$ cat src/rtl/mac_accum_ctrl.sv
// Dot-product accumulation controller for a pipelined adder tree: tracks in-flight
// chunk tags, accumulates returned sums per vector and queues results in a FWFT FIFO.
module mac_accum_ctrl #(
  parameter int SUM_W     = 20,
  parameter int ACC_W     = 32,
  parameter int TREE_LAT  = 4,
  parameter int RES_DEPTH = 4,
  parameter int CNT_W     = 16
) (
  input  logic             clk,
  input  logic             rst_n,
  input  logic             in_valid_i,
  input  logic             in_last_i,
  output logic             in_ready_o,
  output logic             tree_valid_o,
  input  logic [SUM_W-1:0] tree_sum_i,
  input  logic             tree_sum_valid_i,
  output logic             res_valid_o,
  input  logic             res_ready_i,
  output logic [ACC_W-1:0] res_data_o,
  output logic [CNT_W-1:0] res_chunks_o,
  output logic             err_o
);

  localparam int TAG_D = TREE_LAT + 1;
  localparam int TPW   = (TAG_D > 1) ? $clog2(TAG_D) : 1;
  localparam int TCW   = $clog2(TAG_D + 1);
  localparam int RPW   = $clog2(RES_DEPTH);
  localparam int RCW   = $clog2(RES_DEPTH + 1);

  localparam logic [TPW-1:0] TAG_PTR_LAST = TPW'(TAG_D - 1);
  localparam logic [RPW-1:0] RES_PTR_LAST = RPW'(RES_DEPTH - 1);
  localparam logic [TCW-1:0] TAG_FULL     = TCW'(TAG_D);
  localparam logic [RCW-1:0] RES_FULL     = RCW'(RES_DEPTH);

  // Handshakes: a chunk moves on in_valid_i && in_ready_o; a result moves on
  // res_valid_o && res_ready_i; the tree answers every issued chunk, in order.

  logic [TAG_D-1:0] tag_mem;
  logic [TPW-1:0]   tag_wr_ptr, tag_rd_ptr;
  logic [TCW-1:0]   tag_cnt;

  logic [ACC_W-1:0] acc;
  logic [CNT_W-1:0] chunk_cnt;

  logic [ACC_W-1:0] res_data_mem [RES_DEPTH];
  logic [CNT_W-1:0] res_cnt_mem  [RES_DEPTH];
  logic [RPW-1:0]   res_wr_ptr, res_rd_ptr;
  logic [RCW-1:0]   res_fill;
  logic [RCW-1:0]   pend_cnt;
  logic             err_q;

  logic                    accept;
  logic                    sum_fire;
  logic                    spurious;
  logic                    head_last;
  logic                    res_wr;
  logic                    res_pop;
  logic signed [SUM_W-1:0] sum_s;
  logic [ACC_W-1:0]        acc_next;
  logic [CNT_W-1:0]        chunk_next;

  assign in_ready_o   = (tag_cnt < TAG_FULL) && (pend_cnt < RES_FULL);
  assign accept       = in_valid_i && in_ready_o;
  assign tree_valid_o = accept;

  // A sum with no outstanding tag is a protocol violation and is dropped.
  assign sum_fire  = tree_sum_valid_i && (tag_cnt != '0);
  assign spurious  = tree_sum_valid_i && (tag_cnt == '0);
  assign head_last = tag_mem[tag_rd_ptr];

  assign sum_s      = tree_sum_i;
  assign acc_next   = acc + ACC_W'(sum_s);
  assign chunk_next = chunk_cnt + 1'b1;

  assign res_wr  = sum_fire && head_last;
  assign res_pop = res_valid_o && res_ready_i;

  assign res_valid_o  = (res_fill != '0);
  assign res_data_o   = res_data_mem[res_rd_ptr];
  assign res_chunks_o = res_cnt_mem[res_rd_ptr];
  assign err_o        = err_q;

  always_ff @(posedge clk or negedge rst_n) begin
    if (!rst_n) begin
      tag_wr_ptr <= '0;
      tag_rd_ptr <= '0;
      tag_cnt    <= '0;
      acc        <= '0;
      chunk_cnt  <= '0;
      res_wr_ptr <= '0;
      res_rd_ptr <= '0;
      res_fill   <= '0;
      pend_cnt   <= '0;
      err_q      <= 1'b0;
    end else begin
      if (accept)
        tag_wr_ptr <= (tag_wr_ptr == TAG_PTR_LAST) ? '0 : tag_wr_ptr + 1'b1;
      if (sum_fire)
        tag_rd_ptr <= (tag_rd_ptr == TAG_PTR_LAST) ? '0 : tag_rd_ptr + 1'b1;

      case ({accept, sum_fire})
        2'b10:   tag_cnt <= tag_cnt + 1'b1;
        2'b01:   tag_cnt <= tag_cnt - 1'b1;
        default: tag_cnt <= tag_cnt;
      endcase

      // The last sum of a vector goes straight to the FIFO so the next vector starts from 0.
      if (sum_fire) begin
        if (head_last) begin
          acc       <= '0;
          chunk_cnt <= '0;
        end else begin
          acc       <= acc_next;
          chunk_cnt <= chunk_next;
        end
      end

      if (res_wr)
        res_wr_ptr <= (res_wr_ptr == RES_PTR_LAST) ? '0 : res_wr_ptr + 1'b1;
      if (res_pop)
        res_rd_ptr <= (res_rd_ptr == RES_PTR_LAST) ? '0 : res_rd_ptr + 1'b1;

      case ({res_wr, res_pop})
        2'b10:   res_fill <= res_fill + 1'b1;
        2'b01:   res_fill <= res_fill - 1'b1;
        default: res_fill <= res_fill;
      endcase

      case ({accept && in_last_i, res_pop})
        2'b10:   pend_cnt <= pend_cnt + 1'b1;
        2'b01:   pend_cnt <= pend_cnt - 1'b1;
        default: pend_cnt <= pend_cnt;
      endcase

      if (spurious)
        err_q <= 1'b1;
    end
  end

  // Storage needs no reset: the pointers and counts define what is valid.
  always_ff @(posedge clk) begin
    if (accept)
      tag_mem[tag_wr_ptr] <= in_last_i;
    if (res_wr) begin
      res_data_mem[res_wr_ptr] <= acc_next;
      res_cnt_mem[res_wr_ptr]  <= chunk_next;
    end
  end

endmodule

$ cat config.mk
export PLATFORM = sky130hd
export DESIGN_NAME = mac_accum_ctrl
export DESIGN_NICKNAME = d
export VERILOG_FILES = /design/src/rtl/mac_accum_ctrl.sv
export SDC_FILE = /design/constraint.sdc
export NUM_CORES = 1
export LEC_CHECK = 0
export BUFFER_PORTS_ARGS = -buffer_cell sky130_fd_sc_hd__buf_2
export CELL_PAD_IN_SITES_DETAIL_PLACEMENT = 1
export CELL_PAD_IN_SITES_GLOBAL_PLACEMENT = 1
export CORE_ASPECT_RATIO = 1.1
export CORE_UTILIZATION = 55
export CTS_CLUSTER_SIZE = 20
export DETAILED_ROUTE_END_ITERATION = 8
export GPL_TIMING_DRIVEN = 1
export PLACE_DENSITY = 0.83
export SETUP_SLACK_MARGIN = 0.15
export SLEW_MARGIN = 20
export SYNTH_ARGS = -nofsm -noshare
export SYNTH_HDL_FRONTEND = slang
export SYNTH_SLANG_ARGS = --single-unit
$ cat constraint.sdc
create_clock -name clk -period 8.1 [get_ports clk]
set_input_delay 2.43 -clock clk [delete_from_list [all_inputs] [get_ports clk]]
set_output_delay 2.43 -clock clk [all_outputs]
set_load 0.02 [all_outputs]
# Yosys cells after proc, flatten, opt, wreduce, memory -nomap -nowiden
# Memory sizes are Yosys's and may differ from the RTL's.
# Index checks and enable logic that the tools add are counted.
# word_totals
ff_bits	73
latch_bits	0
mem_bits_rw	192
romBits	0
inputBits	26
output_inout_bits	52
word_cells	70
memories	2
# op_classes
addsub	12
mul	0
n_div	0
n_lt_le_gt_ge	5
eq_ne	10
shifts	0
mux	16
n_bitwise	0
n_reduce_logical	14
# mem_list
name	depth	word_bits	read_ports	rd_clocked_by_memory_dff	write_ports	line	rtl
res_data_mem	4	32	1	0	1	46	logic [ACC_W-1:0] res_data_mem [RES_DEPTH];
res_cnt_mem	4	16	1	0	1	47	logic [CNT_W-1:0] res_cnt_mem [RES_DEPTH];
# op_table
op	n
$add A32 B32 Y32	1
$mux W32	1
$pmux W3 S2	3
$add A16 B1 Y16 const B	1
$mux W16	1
$add A3 B1 Y3 const B	5
$eq A2 B2 Y1 const B	5
$sub A3 B1 Y3 const B	3
$logic_and A1 B1 Y1	8
$lt A3 B4 Y1 const B	2
$eq A2 B1 Y1 const B	3
$eq A3 B3 Y1 const B	2
$lt A3 B3 Y1 const B	2
$mux W3	2
$reduce_bool A2 Y1	3
$reduce_bool A3 Y1	2
$bwmux W5	1
$add A2 B1 Y2 const B	2
$mux W1	4
$mux W2	2
$bmux W1 S3	1
$demux W1 S3	1
$ge A3 B1 Y1 const B	1
$logic_not A3 Y1	1

# Depth between registers and ports, before layout
# depth
ltp_word	6
depth_mapped	12
depth_no_buf	12

# Worst setup path before layout
# No wires, ideal clock.
# synth_timing
path_type	in2out
startpoint	input in_valid_i
endpoint	output tree_valid_o
t_arrival_ps	2802
required_ps	5670
setup_slack_ps	2868
stages	2
path_buffers	0
cell_sequence	nand2_1 inv_1
# synth_between
elab_chain_cells	1
# synth_rtl
element	line	rtl
from (decl)	12	input logic in_valid_i,
$logic_and A1 B1 Y1	64	assign accept = in_valid_i && in_ready_o;
to (decl)	15	output logic tree_valid_o,
# No other way between the ends.

# Final worst setup path
# Ends and elaborated chain as after synthesis.

==> impl_metrics.ini <==
[cts]
cts_tree = done
cts.sinks = 265
clk_pin_slew_ns = 0.06
clkLatencyLatePin_ns = 0.53
cts.repair.resized = 0
hold_buffers = 0
ctsRootBufferMaster = clkbuf_16
cts.path.max_buffers = 3
h-tree-depth = 1
cts_setup_buffers = 0
numCtsBuffers = 27

[sta]
fin_crit_ns = 5.519
skew_ns = 0.008392
hold_violations = 0
fmax_mhz = 181.2
tns_ns = 0
worst_slack_ns = 2.581
whs_ns = 0.4586
grt_setup_unrepaired = false
post-route-period-util_pct = 68.13
relSlewSlack_pct = 34.68
drv_slew = 0
tightest_slew_ns = 0.9797
setup_viol = 0

[critical_path]
required_ns = 5.67
r2r_cells = 12
cp_max_fo = 8
worstPathArrival_ns = 3.09
start_kind = input port
r2r_start = tag_cnt[0]$_DFFE_PN0P_
critPathCaptureType = primary output
path_class = input port to primary output
reg2reg_to = res_fill[2]$_DFFE_PN0P_
r2r_slack_ns = 4.62

[power_and_ir_drop]
netSwitchingFraction_pct = 36.61
ir_worst_vdd_mv = 0.2381
total_leakage_power_uw = 0.005316
power.density_nw_per_um2 = 410.5
pwr-share-clk_pct = 23.6
p_comb_share_pct = 38.7
internal_power_uw = 3577
p_switching_uw = 2066
seqPwrFrac_pct = 37.7

[detailed_routing]
highest_layer = met4
routed_via_density = 6.076
post-route-drc-count = 0
met3_length_um = 1337
met2_length_um = 14110
wire_per_inst_um = 22.85
wl_met1_um = 11310
wirelength_um = 27510
first_pass_iters = 4
first_iter_violations = 516
drtAntennaViolNets = 0
vias = 7315

[cells_and_area]
drive_gt1_share_pct = 23.30
utilization_pct = 64.13
areaGrowthSynthToFinish_pct = 13.90
num_antenna_cells = 0
final_cells = 1204
fin_nets = 968

[die]
io_pins = 78
dieWidth_um = 143.3
start_util_pct = 56.30
die_area_um2 = 22550
core-area_um2 = 21440
row_count = 56
fp.dieH_um = 157.4

[global_route]
grt_pass1_vias = 8357
grt_max_degree = 69
grt_overflow = 0
grt_pass1_wl_um = 44710
antenna_found_initial = 0
grt_usage_pct = 25.99

[logic_synthesis]
yosysSeqAreaShare_pct = 63.10
syn_area_um2 = 12070
synth_cells = 814
avgSynthCellArea_um2 = 14.83
synth_edf_count = 197
netlist.area_leader.share_pct = 49.00
ys_types = 61
yosys_warnings = 0
yosys-top-cells-area = edfxtp_1, dfrtp_1, mux4_2, ha_1, nand2_1
synth_top_area_cell = edfxtp_1
yosys_most_used_dff = edfxtp_1
synth_seq_cells = 265
ys_async_sr_fraction_pct = 25.66
synth.net_count = 888

[job]
maxCapViolCount = 0

[placement]
routabilityCongestion = 0.8996
dp_hpwl_um = 17300
pre_cts_ws_ns = 2.594
dp.cells = 1154
port_buffers = 77

[worst_hold_path]
hold_start = err_o$_DFFE_PN0P_
min_to = err_o$_DFFE_PN0P_
hold_path_depth = 1
min_path_type = flip-flop to flip-flop

[run_status]
status = completed
-- metal layers --
layer  GRT usage, %  up-vias
met2          45.51      202
li1               -     3254
met5              0        -
met4          9.119        0
met3          3.894       57
met1          33.01     3802
-- layout make-up --
type	count	area, um2
clock inverters	17	245.2
flip-flops and latches	265	7622
fillers	2010	7691
repair buffers	87	480.5
well taps	290	362.8
inverters	33	123.9
multi-input cells	480	4210
clock buffers	32	704.4
-- cells by family after synthesis --
family                     after synthesis  synth area share [%]
AOI/OAI and AO/OA                      168                 10.07
xor gates and xnor gates                51                 3.700
adders and majority gates               48                 5.224
buffers and inverters                   69                 2.166
DFF                                    265                 63.10
muxes                                   51                 9.318
and+or+nand+nor                        162                 6.416
-- worst max path at each step --
stage                           from            to  slack [ns]  cells past startpoint
after floorplan           in_valid_i  tree_valid_o        2.87                      2
after CTS                 in_valid_i  tree_valid_o        2.56                      4
final                     in_valid_i  tree_valid_o        2.58                      4
after global placement    in_valid_i  tree_valid_o        2.67                      4
after global routing      in_valid_i  tree_valid_o        2.50                      4
after detailed placement  in_valid_i  tree_valid_o        2.59                      4
-- metrics by stage --
stage,total power (uW),cell area (um2)
global route,5933,13750
floorplan,3640,12070
global placement,4131,12770
detailed placement,4295,12770
CTS,5666,13720
finish,5644,13750
-- layout by cell type, fill, tap and decap left out, drive strengths merged, types with 3 or more instances in the layout --
cell / Yosys / final
a211oi: 3 / 3
a21o: 13 / 13
a21oi: 35 / 35
a22o: 25 / 25
a31oi: 6 / 6
and2: 3 / 3
and3: 13 / 13
buf: 4 / 87
bufinv: 0 / 6
clkbuf: 32 / 32
clkinv: 0 / 8
dfrtp: 68 / 68
edfxtp: 197 / 197
fa: 4 / 4
ha: 44 / 44
inv: 33 / 34
mux4: 49 / 49
nand2: 76 / 76
nand2b: 3 / 3
nand3: 13 / 13
nand4: 5 / 5
nor2: 24 / 24
nor2b: 3 / 3
nor3: 6 / 6
nor4: 6 / 6
o21a: 5 / 5
o21ai: 52 / 52
o21bai: 6 / 6
o221ai: 4 / 4
o31ai: 8 / 8
or3: 5 / 5
xnor2: 27 / 27
xor2: 24 / 24
-- state kept, by name, indices dropped and copies added (netlist names), 5 cells and up --
register	cells
acc	32
res_data_mem	128
tag_mem	5
res_cnt_mem	64
chunk_cnt	16
-- synth_stat cells, types with 2 or more instances --
| master | count |
|---|---|
| edfxtp_1 | 197 |
| nand2_1 | 76 |
| dfrtp_1 | 68 |
| o21ai_0 | 51 |
| mux4_2 | 49 |
| ha_1 | 44 |
| inv_1 | 33 |
| clkbuf_1 | 32 |
| a21oi_1 | 31 |
| xnor2_1 | 27 |
| a22o_1 | 25 |
| nor2_1 | 24 |
| xor2_1 | 24 |
| a21o_1 | 13 |
| and3_1 | 12 |
| nand3_1 | 11 |
| o31ai_1 | 7 |
| nor4_1 | 6 |
| a31oi_1 | 5 |
| nand4_1 | 5 |
| o21bai_1 | 5 |
| or3_1 | 5 |
| a21oi_2 | 4 |
| fa_1 | 4 |
| nor3_1 | 4 |
| o21a_1 | 4 |
| and2_1 | 3 |
| nand2b_1 | 3 |
| nor2b_1 | 3 |
| a211o_1 | 2 |
| and4_1 | 2 |
| buf_1 | 2 |
| buf_2 | 2 |
| nand3_2 | 2 |
| o221ai_1 | 2 |
| or2_2 | 2 |
-- power by group through the flow --
stage | logic (uW) | clock network, uW | registers (uW)
3_5_place_dp | 2090 | 0 | 2200
6_report | 2190 | 1330 | 2130
5_1_grt | 2380 | 1390 | 2160
4_1_cts | 2140 | 1350 | 2180
2_1_floorplan | 1590 | 0 | 2050
3_3_place_gp | 1960 | 0 | 2170
-- critical path, cell delays in order --
cell and delay [ns]:
buf_2 0.09, nand2_1 0.20, inv_1 0.17, buf_2 0.19
Note: power is estimated with default switching activity, not from simulation.
